--- src/rtl/rf_wb_arbiter_pkg.sv ---
// rf_pkg: shared types for the register-file writeback path.
//   REG_W     : register file word width
//   rf_addr_t : 5-bit register index, carried as bits [6:2] of the instruction field
//   wb_req_t  : a writeback request (destination + data)
//   is_x0()   : true for the hard-wired zero register
package rf_pkg;

  localparam int REG_W = 32;

  typedef logic [6:2] rf_addr_t;

  typedef struct packed {
    rf_addr_t         rd;
    logic [REG_W-1:0] data;
  } wb_req_t;

  function automatic logic is_x0(rf_addr_t a);
    return (a == '0);
  endfunction

endpackage

--- src/rtl/rf_wb_arbiter_if.sv ---
// rf_wb_if: bundle of every handshake/bus signal around the writeback arbiter.
//   ALU stream   : alu_valid/alu_ready/alu_rd/alu_data
//   LSU stream   : lsu_valid/lsu_ready/lsu_rd/lsu_data
//   load issue   : issue_en/issue_rd -> issue_ready, sb_busy (scoreboard view)
//   RF write     : wen/waddr/wdata (registered)
//   RF read side : raddr1/2, rf_rdata1/2 (raw RF data) -> rdata1/2 (to pipeline)
// Modports: slave = the arbiter, master = the surrounding core (or a bench).
interface rf_wb_if
  import rf_pkg::*;
#(
  parameter int DATA_W = 32
);
  logic              alu_valid;
  logic              alu_ready;
  rf_addr_t          alu_rd;
  logic [DATA_W-1:0] alu_data;
  logic              lsu_valid;
  logic              lsu_ready;
  rf_addr_t          lsu_rd;
  logic [DATA_W-1:0] lsu_data;
  logic              issue_en;
  rf_addr_t          issue_rd;
  logic              issue_ready;
  logic [31:0]       sb_busy;
  logic              wen;
  rf_addr_t          waddr;
  logic [DATA_W-1:0] wdata;
  rf_addr_t          raddr1;
  rf_addr_t          raddr2;
  logic [DATA_W-1:0] rf_rdata1;
  logic [DATA_W-1:0] rf_rdata2;
  logic [DATA_W-1:0] rdata1;
  logic [DATA_W-1:0] rdata2;

  modport slave (
    input  alu_valid, alu_rd, alu_data,
    input  lsu_valid, lsu_rd, lsu_data,
    input  issue_en, issue_rd,
    input  raddr1, raddr2, rf_rdata1, rf_rdata2,
    output alu_ready, lsu_ready, issue_ready, sb_busy,
    output wen, waddr, wdata, rdata1, rdata2
  );

  modport master (
    output alu_valid, alu_rd, alu_data,
    output lsu_valid, lsu_rd, lsu_data,
    output issue_en, issue_rd,
    output raddr1, raddr2, rf_rdata1, rf_rdata2,
    input  alu_ready, lsu_ready, issue_ready, sb_busy,
    input  wen, waddr, wdata, rdata1, rdata2
  );

endinterface

--- src/rtl/rf_wb_arbiter_scoreboard.sv ---
// rf_scoreboard: one pending-load bit per architectural register.
// Ports:
//   clk, srst    : core clock, synchronous active-high reset (clears all bits)
//   issue_en/rd  : load being issued to rd; sets busy[rd] when issue_ready and rd!=0
//   clr_en/rd    : load data accepted for rd; clears busy[rd]
//   issue_ready  : comb, low when rd already has a load in flight (x0 always ready)
//   busy         : registered busy vector, bit 0 is constant 0
// A set and a clear hitting the same register in one cycle leave it set: the new
// load's data is still outstanding.
module rf_scoreboard
  import rf_pkg::*;
(
  input  logic        clk,
  input  logic        srst,
  input  logic        issue_en,
  input  rf_addr_t    issue_rd,
  input  logic        clr_en,
  input  rf_addr_t    clr_rd,
  output logic        issue_ready,
  output logic [31:0] busy
);

  logic [31:0] busy_reg;
  logic [31:0] busy_next;
  logic        set_en;

  assign issue_ready = !busy_reg[issue_rd] || is_x0(issue_rd);
  assign set_en      = issue_en && issue_ready && !is_x0(issue_rd);

  genvar gi;
  generate
    for (gi = 0; gi < 32; gi++) begin : g_bit
      if (gi == 0) begin : g_zero
        assign busy_next[gi] = 1'b0;
      end else begin : g_reg
        assign busy_next[gi] = (set_en && issue_rd == rf_addr_t'(gi)) ? 1'b1 :
                               (clr_en && clr_rd == rf_addr_t'(gi))   ? 1'b0 :
                               busy_reg[gi];
      end
    end
  endgenerate

  always_ff @(posedge clk) begin
    if (srst) begin
      busy_reg <= '0;
    end else begin
      busy_reg <= busy_next;
    end
  end

  assign busy = busy_reg;

endmodule

--- src/rtl/rf_wb_arbiter.sv ---
// rf_wb_arbiter: merges the ALU and LSU writeback streams onto the register
// file's single synchronous write port, tracks in-flight loads, and optionally
// forwards the write in progress to the RF's async read ports.
// Ports:
//   clk, srst : core clock, synchronous active-high reset
//   wb        : rf_wb_if.slave (ALU/LSU handshakes, load issue + scoreboard,
//               registered RF write port, RF read-data path)
// Parameters: DATA_W (must match the RF word width), MAX_STALL (1..15).
// Build option: define RF_WB_BYPASS_EN to forward wdata onto rdata1/2 when the
// read address matches the write being performed this cycle.
module rf_wb_arbiter
  import rf_pkg::*;
#(
  parameter int DATA_W    = 32,
  parameter int MAX_STALL = 4
) (
  input  logic   clk,
  input  logic   srst,
  rf_wb_if.slave wb
);

  logic              alu_ready;
  logic              lsu_ready;
  logic              alu_acc;
  logic              lsu_acc;
  logic              stall_max;
  rf_addr_t          sel_rd;
  logic [DATA_W-1:0] sel_data;
  logic              do_write;

  logic [3:0]        stall_cnt_reg;
  logic [3:0]        stall_cnt_next;
  logic              wen_reg;
  rf_addr_t          waddr_reg;
  logic [DATA_W-1:0] wdata_reg;

  // LSU normally wins; after MAX_STALL refused ALU cycles the ALU gets one slot.
  assign stall_max = (stall_cnt_reg == 4'(MAX_STALL));

  always_comb begin
    alu_ready = 1'b0;
    lsu_ready = 1'b0;
    if (!srst) begin
      if (stall_max) begin
        alu_ready = 1'b1;
      end else begin
        lsu_ready = 1'b1;
        alu_ready = !wb.lsu_valid;
      end
    end
  end

  assign alu_acc = wb.alu_valid && alu_ready;
  assign lsu_acc = wb.lsu_valid && lsu_ready;

  // Readies are mutually exclusive whenever both streams are valid, so at most
  // one request is accepted per cycle.
  assign sel_rd   = lsu_acc ? wb.lsu_rd   : wb.alu_rd;
  assign sel_data = lsu_acc ? wb.lsu_data : wb.alu_data;
  assign do_write = (alu_acc || lsu_acc) && !is_x0(sel_rd);

  always_comb begin
    stall_cnt_next = 4'd0;
    if (wb.alu_valid && !alu_ready) begin
      stall_cnt_next = stall_max ? stall_cnt_reg : stall_cnt_reg + 4'd1;
    end
  end

  always_ff @(posedge clk) begin
    if (srst) begin
      stall_cnt_reg <= 4'd0;
      wen_reg       <= 1'b0;
      waddr_reg     <= '0;
      wdata_reg     <= '0;
    end else begin
      stall_cnt_reg <= stall_cnt_next;
      wen_reg       <= do_write;
      if (do_write) begin
        waddr_reg <= sel_rd;
        wdata_reg <= sel_data;
      end
    end
  end

  rf_scoreboard u_sb (
    .clk         (clk),
    .srst        (srst),
    .issue_en    (wb.issue_en),
    .issue_rd    (wb.issue_rd),
    .clr_en      (lsu_acc),
    .clr_rd      (wb.lsu_rd),
    .issue_ready (wb.issue_ready),
    .busy        (wb.sb_busy)
  );

  assign wb.alu_ready = alu_ready;
  assign wb.lsu_ready = lsu_ready;
  assign wb.wen       = wen_reg;
  assign wb.waddr     = waddr_reg;
  assign wb.wdata     = wdata_reg;

`ifdef RF_WB_BYPASS_EN
  // The RF only commits at the end of the wen cycle, so its async read still
  // shows the old value; forward the pending write instead.
  assign wb.rdata1 = (wen_reg && waddr_reg == wb.raddr1 && !is_x0(wb.raddr1)) ?
                     wdata_reg : wb.rf_rdata1;
  assign wb.rdata2 = (wen_reg && waddr_reg == wb.raddr2 && !is_x0(wb.raddr2)) ?
                     wdata_reg : wb.rf_rdata2;
`else
  assign wb.rdata1 = wb.rf_rdata1;
  assign wb.rdata2 = wb.rf_rdata2;
`endif

endmodule

--- src/flat_wrapper.sv ---
// flat-port wrapper written by rule: the top's interface ports become plain ports
module rf_wb_arbiter_flat import rf_pkg::*;
#(
  parameter int DATA_W    = 32,
  parameter int MAX_STALL = 4
)
  (clk, srst, wb_alu_valid, wb_alu_rd, wb_alu_data, wb_lsu_valid, wb_lsu_rd, wb_lsu_data, wb_issue_en, wb_issue_rd, wb_raddr1, wb_raddr2, wb_rf_rdata1, wb_rf_rdata2, wb_alu_ready, wb_lsu_ready, wb_issue_ready, wb_sb_busy, wb_wen, wb_waddr, wb_wdata, wb_rdata1, wb_rdata2);
  rf_wb_if #(.DATA_W(DATA_W)) wb_i ();
  input  logic clk;
  input  logic srst;
  input wire logic [$bits(wb_i.alu_valid)-1:0] wb_alu_valid;
  input wire logic [$bits(wb_i.alu_rd)-1:0] wb_alu_rd;
  input wire logic [$bits(wb_i.alu_data)-1:0] wb_alu_data;
  input wire logic [$bits(wb_i.lsu_valid)-1:0] wb_lsu_valid;
  input wire logic [$bits(wb_i.lsu_rd)-1:0] wb_lsu_rd;
  input wire logic [$bits(wb_i.lsu_data)-1:0] wb_lsu_data;
  input wire logic [$bits(wb_i.issue_en)-1:0] wb_issue_en;
  input wire logic [$bits(wb_i.issue_rd)-1:0] wb_issue_rd;
  input wire logic [$bits(wb_i.raddr1)-1:0] wb_raddr1;
  input wire logic [$bits(wb_i.raddr2)-1:0] wb_raddr2;
  input wire logic [$bits(wb_i.rf_rdata1)-1:0] wb_rf_rdata1;
  input wire logic [$bits(wb_i.rf_rdata2)-1:0] wb_rf_rdata2;
  output wire logic [$bits(wb_i.alu_ready)-1:0] wb_alu_ready;
  output wire logic [$bits(wb_i.lsu_ready)-1:0] wb_lsu_ready;
  output wire logic [$bits(wb_i.issue_ready)-1:0] wb_issue_ready;
  output wire logic [$bits(wb_i.sb_busy)-1:0] wb_sb_busy;
  output wire logic [$bits(wb_i.wen)-1:0] wb_wen;
  output wire logic [$bits(wb_i.waddr)-1:0] wb_waddr;
  output wire logic [$bits(wb_i.wdata)-1:0] wb_wdata;
  output wire logic [$bits(wb_i.rdata1)-1:0] wb_rdata1;
  output wire logic [$bits(wb_i.rdata2)-1:0] wb_rdata2;
  assign wb_i.alu_valid = wb_alu_valid;
  assign wb_i.alu_rd = wb_alu_rd;
  assign wb_i.alu_data = wb_alu_data;
  assign wb_i.lsu_valid = wb_lsu_valid;
  assign wb_i.lsu_rd = wb_lsu_rd;
  assign wb_i.lsu_data = wb_lsu_data;
  assign wb_i.issue_en = wb_issue_en;
  assign wb_i.issue_rd = wb_issue_rd;
  assign wb_i.raddr1 = wb_raddr1;
  assign wb_i.raddr2 = wb_raddr2;
  assign wb_i.rf_rdata1 = wb_rf_rdata1;
  assign wb_i.rf_rdata2 = wb_rf_rdata2;
  assign wb_alu_ready = wb_i.alu_ready;
  assign wb_lsu_ready = wb_i.lsu_ready;
  assign wb_issue_ready = wb_i.issue_ready;
  assign wb_sb_busy = wb_i.sb_busy;
  assign wb_wen = wb_i.wen;
  assign wb_waddr = wb_i.waddr;
  assign wb_wdata = wb_i.wdata;
  assign wb_rdata1 = wb_i.rdata1;
  assign wb_rdata2 = wb_i.rdata2;
  rf_wb_arbiter #(.DATA_W(DATA_W), .MAX_STALL(MAX_STALL)) u_core (.clk(clk), .srst(srst), .wb(wb_i));
endmodule
--- config.mk ---
export PLATFORM = sky130hd
export DESIGN_NAME = rf_wb_arbiter_flat
export DESIGN_NICKNAME = d
export VERILOG_FILES = /design/src/rtl/rf_wb_arbiter_pkg.sv /design/src/rtl/rf_wb_arbiter_if.sv /design/src/rtl/rf_wb_arbiter_scoreboard.sv /design/src/rtl/rf_wb_arbiter.sv /design/src/flat_wrapper.sv
export SDC_FILE = /design/constraint.sdc
export NUM_CORES = 1
export LEC_CHECK = 0
export BUFFER_PORTS_ARGS = -buffer_cell sky130_fd_sc_hd__clkbuf_2
export CORE_AREA = 5 5 113 115
export CTS_BUF_LIST = sky130_fd_sc_hd__clkbuf_4 sky130_fd_sc_hd__clkbuf_8
export DETAILED_ROUTE_END_ITERATION = 6
export DIE_AREA = 0 0 118 120
export PLACE_DENSITY = 0.73
export SLEW_MARGIN = 5
export SYNTH_ARGS = -nofsm -noshare
export SYNTH_HDL_FRONTEND = slang
export SYNTH_SLANG_ARGS = --single-unit
--- constraint.sdc ---
create_clock -name clk -period 3.9 [get_ports clk]
set_input_delay 0.78 -clock clk [delete_from_list [all_inputs] [get_ports clk]]
set_output_delay 0.78 -clock clk [all_outputs]
set_load 0.01 [all_outputs]
==> run summary, run 1 <==
F_max = 310 MHz
Final period utilization = 82.8%
Initial core utilization = 34.3%
First-pass GRT wire length = 19.0 mm
H-Tree Depth = 3
Final setup viols = 0
Time the worst path needs with I/O delays and setup = 3230 ps
Rel. slew slack = 42.6%
Largest net degree at the start of global routing = 49
Reg2reg path depth = 8
Post-DRT Antenna Nets = 0
Final setup TNS = 0 ps
Synth area leader = dfxtp_1
Synthesized flop and latch total = 73
Unique cell type count in the Yosys netlist = 41
Cts bufs inserted = 9
DRC errors left = 0
Worst Hold Depth = 1
Sequential fraction of the synthesis area = 36.3%
Max reg flops = 32
Dominant cells by area after synthesis = dfxtp_1 (36%), buf_4 (12%), a311oi_1 (7.6%)
Crit path largest cell delay = 360 ps
Core area = 0.0117 mm^2
Data required, critical path = 3120 ps
Via/cell ratio = 5.45
# port buffers = 155
DP HPWL = 9.18 mm
Setup WS post-layout = 672 ps
Cell count after synthesis = 477
Overflow after GRT = 0
Root Driver = clkbuf_8
DR vias = 3800
CP Buf/Inv Count = 3
Gr usage total = 16.5%
CP Class = in -> out
Crit path depth = 7
Routed wire length = 12.5 mm
Outcome = finished, final reports clean
Most frequent CP cell = clkbuf_2
P_leak = 1.96 nW
DRT iter0 DRCs = 287
Worst setup SP type = input port
Max IR drop VDD = 130 uV
Max stage delay cell, worst path = clkbuf_2
Avg Inst Size Synth = 8.43 um^2
Nets = 705
CTS tree = done
Ys flop type = dfxtp_1
Max-cap violation count = 0
Die area = 0.0142 mm^2
Ports = 295
CP endpoint kind = primary output
Place WS = 697 ps
Die W = 118 um
Power Density = 368 mW/mm^2
Total clock sinks = 73
Commonest cells in the netlist = nand2_1 (81), dfxtp_1 (73), buf_4 (66)
RSZ-0062 raised after global routing = false
Synth Net Count = 637
CP Max Fanout = 17
Layout Skew = 7.84 ps
YS warnings = 0
Crit-path leading delay family = compound AO/OA/AOI/OAI gates
N_diodes = 0
Hold Path Class = reg -> reg
Post-CTS Setup Repair Bufs = 0
Clock buffer depth = 2
Vias in the first global route = 3661
Mean routed wirelength per cell = 17.9 um
Worst-Margin Slew = 853 ps
Clock transition at path regs = 70 ps
Mapped Area = 0.00402 mm^2
Data arrival time of the worst path = 2450 ps
# hold bufs at CTS = 0
CP Cell Sequence = clkbuf_2, mux2_4, a221o_1, a311oi_2, a311oi_4, inv_2, clkbuf_2
Gpl congestion = 0.873
Drt first pass iters = 5
Final Hold Fails = 0
Initial antenna violation count = 0
Async set-reset flop share out of synthesis = 0%
PostCTS Resize Cnt = 0
Slew Limit Fails = 0
Row cnt = 40
Layout cells sized above 1 = 34.7%
EDFF count, synth = 0
Area delta synth->final = 13.3%
Post-synth top area share = 36.3%
Most frequent cell after synthesis = nand2_1
Die H = 120 um
Clk Latency, worst-skew pair = 350 ps
through the flow:
stage	utilization [%]	instances	power (W)	hold slack, ps	area [um^2]
floorplan	-	477	0.00105	430	4020
global placement	37.3	681	0.00109	445	4360
detailed placement	37.3	681	0.00110	471	4360
CTS	38.9	697	0.00170	488	4560
global route	38.9	697	0.00176	520	4560
finish	38.9	697	0.00168	484	4560
cell type report:
class | instances | area (um^2)
well taps | 147 | 184
repair buffers | 161 | 821
inverters | 6 | 22.5
clock inverters | 6 | 57.6
flip-flops and latches | 73 | 1460
multi-input cells | 294 | 1870
fillers | 1204 | 7150
clock buffers | 10 | 138
worst paths after layout:
path / startpoint / endpoint / slack [ps]
max: wb_issue_rd[1] / wb_issue_ready / 670
min: u_core.stall_cnt_reg[0] / u_core.stall_cnt_reg[0] / 480
max reg2reg: u_core.stall_cnt_reg[0] / u_core.wb.wdata[4] / 1220
min reg2reg: u_core.stall_cnt_reg[0] / u_core.stall_cnt_reg[0] / 480
metal layers:
layer / vias to the layer above / part of all wire, % / track usage [%]
met4: 0 / 4.7 / 11.8
met1: 1740 / 41 / 20.0
met2: 205 / 45 / 24.4
li1: 1787 / - / -
met3: 68 / 9.6 / 5.37
met5: - / 0 / 0
kinds of logic (layout without fill, tap and decap cells):
group / count (synthesis) / after routing / synth area share [%]
buf+inv: 110 / 183 / 17.4
xor+xnor: 1 / 1 / 0.218
other cells: 1 / 1 / 0.0932
flops: 73 / 73 / 36.3
compound gates: 109 / 109 / 22.3
fa+ha+maj: 2 / 2 / 0.622
simple gates: 167 / 167 / 18.4
mux: 14 / 14 / 4.57
power by group:
part	switching [W]	total, W	internal (W)	leakage, nW
Sequential	0.0000191	0.000800	0.000781	0.597
Combinational	0.000170	0.000278	0.000108	1.26
Clock	0.000290	0.000599	0.000309	0.102
Total	0.000480	0.00168	0.00120	1.96
cell usage in the layout, fill, tap and decap left out, types with 3 or more instances in the layout:
cell type    n
nand3b_1     8
inv_2        3
buf_4        6
clkbuf_8    10
clkinv_2     4
nor2_1      45
a311oi_1    35
nor2b_1      4
mux4_2       3
o31ai_1     31
o211ai_1    24
clkbuf_2   155
nand2_1     81
inv_1        3
nand3_1     11
dfxtp_1     73
nand2b_1     8
o311ai_0     7
mux2i_1      9
Note: power is estimated with default switching activity, not from simulation.
==> run 2: changes to the inputs <==
ABC_AREA = 1   (was not set)
CORE_AREA = not set   (was 5 5 113 115)
CORE_ASPECT_RATIO = 1.25   (was not set)
CORE_MARGIN = 5   (was not set)
CORE_UTILIZATION = 40   (was not set)
DIE_AREA = not set   (was 0 0 118 120)
PLACE_DENSITY = 0.81   (was 0.73)
clock period = 2.9 ns   (was 3.9 ns; I/O delays follow)
==> run summary, run 2 <==
Synth Area in Adders = 0.531% (-0.091 points)
Drt first pass iters = 5 (unchanged)
Cts bufs inserted = 9 (unchanged)
Die W = 107 um (-9.3%)
Most frequent cell after synthesis = nand2_1
Cell count after synthesis = 776 (+63%)
Largest net degree at the start of global routing = 46 (-6.1%)
Total clock sinks = 73 (unchanged)
Nets = 1012 (+44%)
Synth Area in Simple Gates = 39.5% (+21 points)
Post-synth top area share = 31.0% (-5.3 points)
First-pass GRT wire length = 23.7 mm (+25%)
Routed wire length = 15.5 mm (+24%)
Overflow after GRT = 0 (unchanged)
Register area = 0.00146 mm^2 (unchanged)
Final period utilization = 85.5%
Mapped Area = 0.00471 mm^2 (+17%)
DP HPWL = 11.9 mm (+29%)
P_leak = 2.83 nW (+44%)
Gpl congestion = 0.971 (+11%)
Gr usage total = 21.5% (+5.0 points)
DRT iter0 DRCs = 229 (-20%)
HP Start = u_core.wb.waddr[0]
DR vias = 4920 (+29%)
Root Driver = clkbuf_8
DRC errors left = 0 (unchanged)
CP Class = in -> out
Layout cells sized above 1 = 22.8% (-12 points)
Worst setup SP type = input port
Clock buffer depth = 2 (unchanged)
CP Max Fanout = 12 (-5)
Die area = 0.0141 mm^2 (-0.70%)
Initial antenna violation count = 0 (unchanged)
Outcome = finished, final reports clean
Final setup TNS = 0 ps (unchanged)
Row cnt = 44 (+10%)
XOR/XNOR share of the synthesized area = 0.186% (-0.032 points)
Unique cell type count in the Yosys netlist = 26 (-37%)
Max reg flops = 32 (unchanged)
Die H = 131 um (+9.4%)
Multi-input gate area = 0.00228 mm^2 (+21%)
YS warnings = 0 (unchanged)
Mux cell area share after synthesis = 0% (-4.6 points)
Fill cells = 1295 (+7.6%)
CTS tree = done
Most frequent cells in the layout = nand2_1 (240), clkbuf_2 (155), nor2_1 (119)
CP endpoint kind = primary output
Vias in the first global route = 4482 (+22%)
Max IR drop VDD = 196 uV (+51%)
Data required, critical path = 2320 ps (-800 ps)
Ys flop type = dfxtp_1
F_max = 403 MHz
Critical Path Start = wb_issue_rd[0]
Via/cell ratio = 4.94 (-9.3%)
Layout Skew = 9.76 ps (+1.92 ps)
EDFF count, synth = 0 (unchanged)
Post-CTS Setup Repair Bufs = 0 (unchanged)
RSZ-0062 raised after global routing = false
Dominant cells by area after synthesis = dfxtp_1 (31%), nand2_1 (19%), buf_4 (11%)
Synth Net Count = 936 (+47%)
Data arrival time of the worst path = 1900 ps (-550 ps)
PostCTS Resize Cnt = 0 (unchanged)
Final Hold Fails = 0 (unchanged)
Largest family of logic cells by synthesized area = simple AND/OR/NAND/NOR gates
Area delta synth->final = 11.1%
# port buffers = 155 (unchanged)
Time the worst path needs with I/O delays and setup = 2480 ps
Max-cap violation count = 0 (unchanged)
Worst-Margin Slew = 899 ps (+45.3 ps)
Sequential fraction of the synthesis area = 31.0% (-5.3 points)
Commonest cells in the netlist = nand2_1 (240), nor2_1 (119), nand3_1 (77)
R2R Path Start = u_core.stall_cnt_reg[0]
Async set-reset flop share out of synthesis = 0% (unchanged)
# hold bufs at CTS = 0 (unchanged)
Clk Latency, worst-skew pair = 370 ps (+20 ps)
Synthesized flop and latch total = 73 (unchanged)
N_diodes = 0 (unchanged)
Rel. slew slack = 40.0% (-2.6 points)
Initial core utilization = 40.7% (+6.4 points)
Power Density = 451 mW/mm^2 (+23%)
Slew Limit Fails = 0 (unchanged)
Mean routed wirelength per cell = 15.6 um (-13%)
Util after Layout = 45.3% (+6.3 points)
Synth area leader = dfxtp_1
Hold Path Class = reg -> reg
H-Tree Depth = 3 (unchanged)
Core area = 0.0116 mm^2 (-1.3%)
Ports = 295 (unchanged)
Clock transition at path regs = 90 ps (+20 ps)
Commonest non-fill, non-tap cell in the layout = nand2_1
Avg Inst Size Synth = 6.07 um^2 (-28%)
Final setup viols = 0 (unchanged)
Post-DRT Antenna Nets = 0 (unchanged)
Synth Area in Compound Gates = 7.99% (-14 points)
run 2: kinds of logic after synthesis:
group | count (synthesis)
simple gates | 454
buf+inv | 172
compound gates | 73
flops | 73
fa+ha+maj | 2
xor+xnor | 1
other cells | 1
run 2: stage by stage:
stage               cell area, um^2  instances  worst slack (ps)  power, W  hold WS, ps
finish                         5230        995               421   0.00236          467
global route                   5230        995               145   0.00248          480
CTS                            5230        995               422   0.00238          466
detailed placement             5050        979               355   0.00159          453
global placement               5050        979               378   0.00159          444
floorplan                      4710        776               764   0.00150          430
run 2: layout make-up:
type / count / share of cell area [%]
clock buffers: 9 / 2.37
clock inverters: 7 / 1.20
inverters: 69 / 5.00
multi-input cells: 531 / 43.5
flip-flops and latches: 73 / 27.9
well taps: 138 / 3.30
repair buffers: 168 / 16.7
run 2: worst paths after layout:
path	end	slack, ps	cells past startpoint
worst max register to register	u_core.wb.wdata[30]	460	12
worst min register to register	u_core.wb.waddr[0]	470	2
worst max-delay path	wb_issue_ready	420	12
worst min-delay path	u_core.wb.waddr[0]	470	2
run 2: per-layer routing:
metal	track usage [%]	vias to the layer above	wire length, um
met2	36.4	230	7480
met5	0	-	0
li1	-	2498	-
met1	23.0	2131	5570
met4	12.7	0	713
met3	6.92	61	1710
run 2: where the power goes:
group | total [W] | internal, W | leakage (nW) | switching (W)
Combinational | 0.000483 | 0.000175 | 2.13 | 0.000308
Clock | 0.000792 | 0.000327 | 0.0923 | 0.000465
Sequential | 0.00109 | 0.00106 | 0.598 | 0.0000311
Total | 0.00236 | 0.00156 | 2.83 | 0.000805
run 2: worst max-delay path, stage by stage:
cell      delay (ps)
clkbuf_2         160
inv_2            240
nor2_1            90
buf_4            150
nand2_1           50
nand2_1           50
nor2_1            80
nor2_1            50
nor2_1           120
nand2_1           70
nand2_1          100
clkbuf_2         150
==> run 3: changes to the inputs <==
CORE_UTILIZATION = 25   (was 40)
PLACE_DENSITY = 0.56   (was 0.81)
==> run summary, run 3 (same netlist as run 2, synthesis figures left out) <==
Outcome = finished, final reports clean
DP Cell Count = 1072 (+9.5%)
Mean routed wirelength per cell = 15.4 um (-0.87%)
R2R Path Start = u_core.stall_cnt_reg[0]
CP Class = in -> out
Gr usage total = 15.1% (-6.4 points)
Area delta synth->final = 14.7%
Hold Path Class = reg -> reg
Setup slack, reg-to-reg = 770 ps (+310 ps)
Root Driver = clkbuf_8
Gpl congestion = 0.890 (-8.3%)
Ports = 295 (unchanged)
Post-Layout Cell Count = 1088 (+9.3%)
Nets = 1011 (-0.099%)
H-Tree Depth = 3 (unchanged)
Core area = 0.0186 mm^2 (+61%)
Largest net degree at the start of global routing = 37 (-20%)
N_diodes = 0 (unchanged)
Drt first pass iters = 5 (unchanged)
Worst-Margin Slew = 980 ps (+81.5 ps)
RR Endpoint = u_core.wb.wdata[25]
DP HPWL = 13.1 mm (+10%)
Worst setup SP type = input port
Final period utilization = 85.7% (+0.18 points)
CP Max Fanout = 9 (-3)
Final setup TNS = 0 ps (unchanged)
Layout Skew = 17.6 ps (+7.81 ps)
Row cnt = 56 (+27%)
Total clock sinks = 73 (unchanged)
Post-DRT Antenna Nets = 0 (unchanged)
PostCTS Resize Cnt = 0 (unchanged)
Most frequent cells in the layout = nand2_1 (240), clkbuf_2 (155), nor2_1 (119)
Clock buffer depth = 2 (unchanged)
DR vias = 5006 (+1.7%)
Layout cells sized above 1 = 22.7% (-0.090 points)
Post-CTS Setup Repair Bufs = 0 (unchanged)
F_max = 403 MHz (-0.21%)
CP endpoint kind = primary output
Crit path capture = wb_issue_ready
Critical Path Start = wb_issue_rd[0]
# hold bufs at CTS = 0 (unchanged)
First-pass GRT wire length = 25.8 mm (+8.9%)
Rel. slew slack = 34.6% (-5.4 points)
Die W = 133 um (+24%)
Die H = 163 um (+24%)
RSZ-0062 raised after global routing = false
Power Density = 474 mW/mm^2 (+5.0%)
Overflow after GRT = 0 (unchanged)
Commonest non-fill, non-tap cell in the layout = nand2_1
Max IR drop VDD = 201 uV (+2.8%)
DRT iter0 DRCs = 436 (+90%)
Max-cap violation count = 0 (unchanged)
Final setup viols = 0 (unchanged)
Clock transition at path regs = 80 ps (about the same)
Reg2reg path depth = 12 (unchanged)
Slew Limit Fails = 0 (unchanged)
Data required, critical path = 2320 ps (about the same)
Initial antenna violation count = 0 (unchanged)
Final Hold Fails = 0 (unchanged)
P_leak = 2.85 nW (+0.82%)
Data arrival time of the worst path = 1900 ps (about the same)
Clk Latency, worst-skew pair = 380 ps (about the same)
Initial core utilization = 25.3% (-15 points)
Total Power = 0.00256 W (+8.3%)
Max reg flops = 32 (unchanged)
Cts bufs inserted = 9 (unchanged)
Die area = 0.0217 mm^2 (+54%)
Time the worst path needs with I/O delays and setup = 2480 ps (+5.21 ps)
DRC errors left = 0 (unchanged)
Routed wire length = 16.8 mm (+8.4%)
CTS tree = done
Vias in the first global route = 4618 (+3.0%)
Via/cell ratio = 4.60 (-6.9%)
# port buffers = 155 (unchanged)
-- run 3: cell count changes in the layout (fill, tap and decap cells not counted), sizes merged --
cell,before,now
bufinv,0,2
buf,13,12
clkinv,4,3
clkinvlp,1,0
-- run 3: cell type report --
| class | instances | area, um^2 |
|---|---|---|
| fillers | 2194 | 13200 |
| inverters | 69 | 262 |
| repair buffers | 167 | 878 |
| clock inverters | 7 | 109 |
| well taps | 232 | 290 |
| multi-input cells | 531 | 2280 |
| flip-flops and latches | 73 | 1460 |
| clock buffers | 9 | 124 |
-- run 3: where the power goes --
part,internal (W),switching [W],leakage (nW),total (W)
Sequential,0.00106,0.0000307,0.598,0.00109
Combinational,0.000176,0.000317,2.13,0.000493
Clock,0.000503,0.000477,0.118,0.000980
-- run 3: how the worst min path moves through the flow --
stage	from	end	slack (ps)	depth (start not counted)
floorplan	u_core.stall_cnt_reg[0]	u_core.stall_cnt_reg[0]	430	1
global placement	u_core.stall_cnt_reg[0]	u_core.stall_cnt_reg[0]	450	1
detailed placement	u_core.stall_cnt_reg[0]	u_core.stall_cnt_reg[0]	460	1
CTS	u_core.stall_cnt_reg[0]	u_core.stall_cnt_reg[0]	480	1
global route	u_core.stall_cnt_reg[0]	u_core.stall_cnt_reg[0]	490	1
finish	u_core.wb.waddr[0]	u_core.wb.waddr[0]	480	2
-- run 3: critical path, stage by stage --
cell      delay [ps]
clkbuf_2         190
inv_2            120
nor2_1           250
buf_4            200
nand2_1           50
nand2_1           60
nor2_1            40
nor2_1           100
nor2_1            60
nand2_1           60
nand2_1           70
clkbuf_2         130
-- run 3: metrics by stage --
stage | hold WS [ps] | worst slack, ps | util, % | cell area [um^2]
final | 476 | 416 | 29.0 | 5400
after floorplan | 430 | 764 | - | 4710
after global routing | 494 | 244 | 29.0 | 5400
after global placement | 447 | 435 | 27.7 | 5170
after CTS | 482 | 439 | 29.0 | 5400
after detailed placement | 458 | 444 | 27.7 | 5170
-- run 3: layer usage --
metal	vias to the layer above	share of wire, %	track usage, %
met5	-	0	0
met4	0	4.0	7.14
met3	63	8.6	4.47
met2	240	47	25.1
met1	2208	40	17.7
li1	2495	-	-
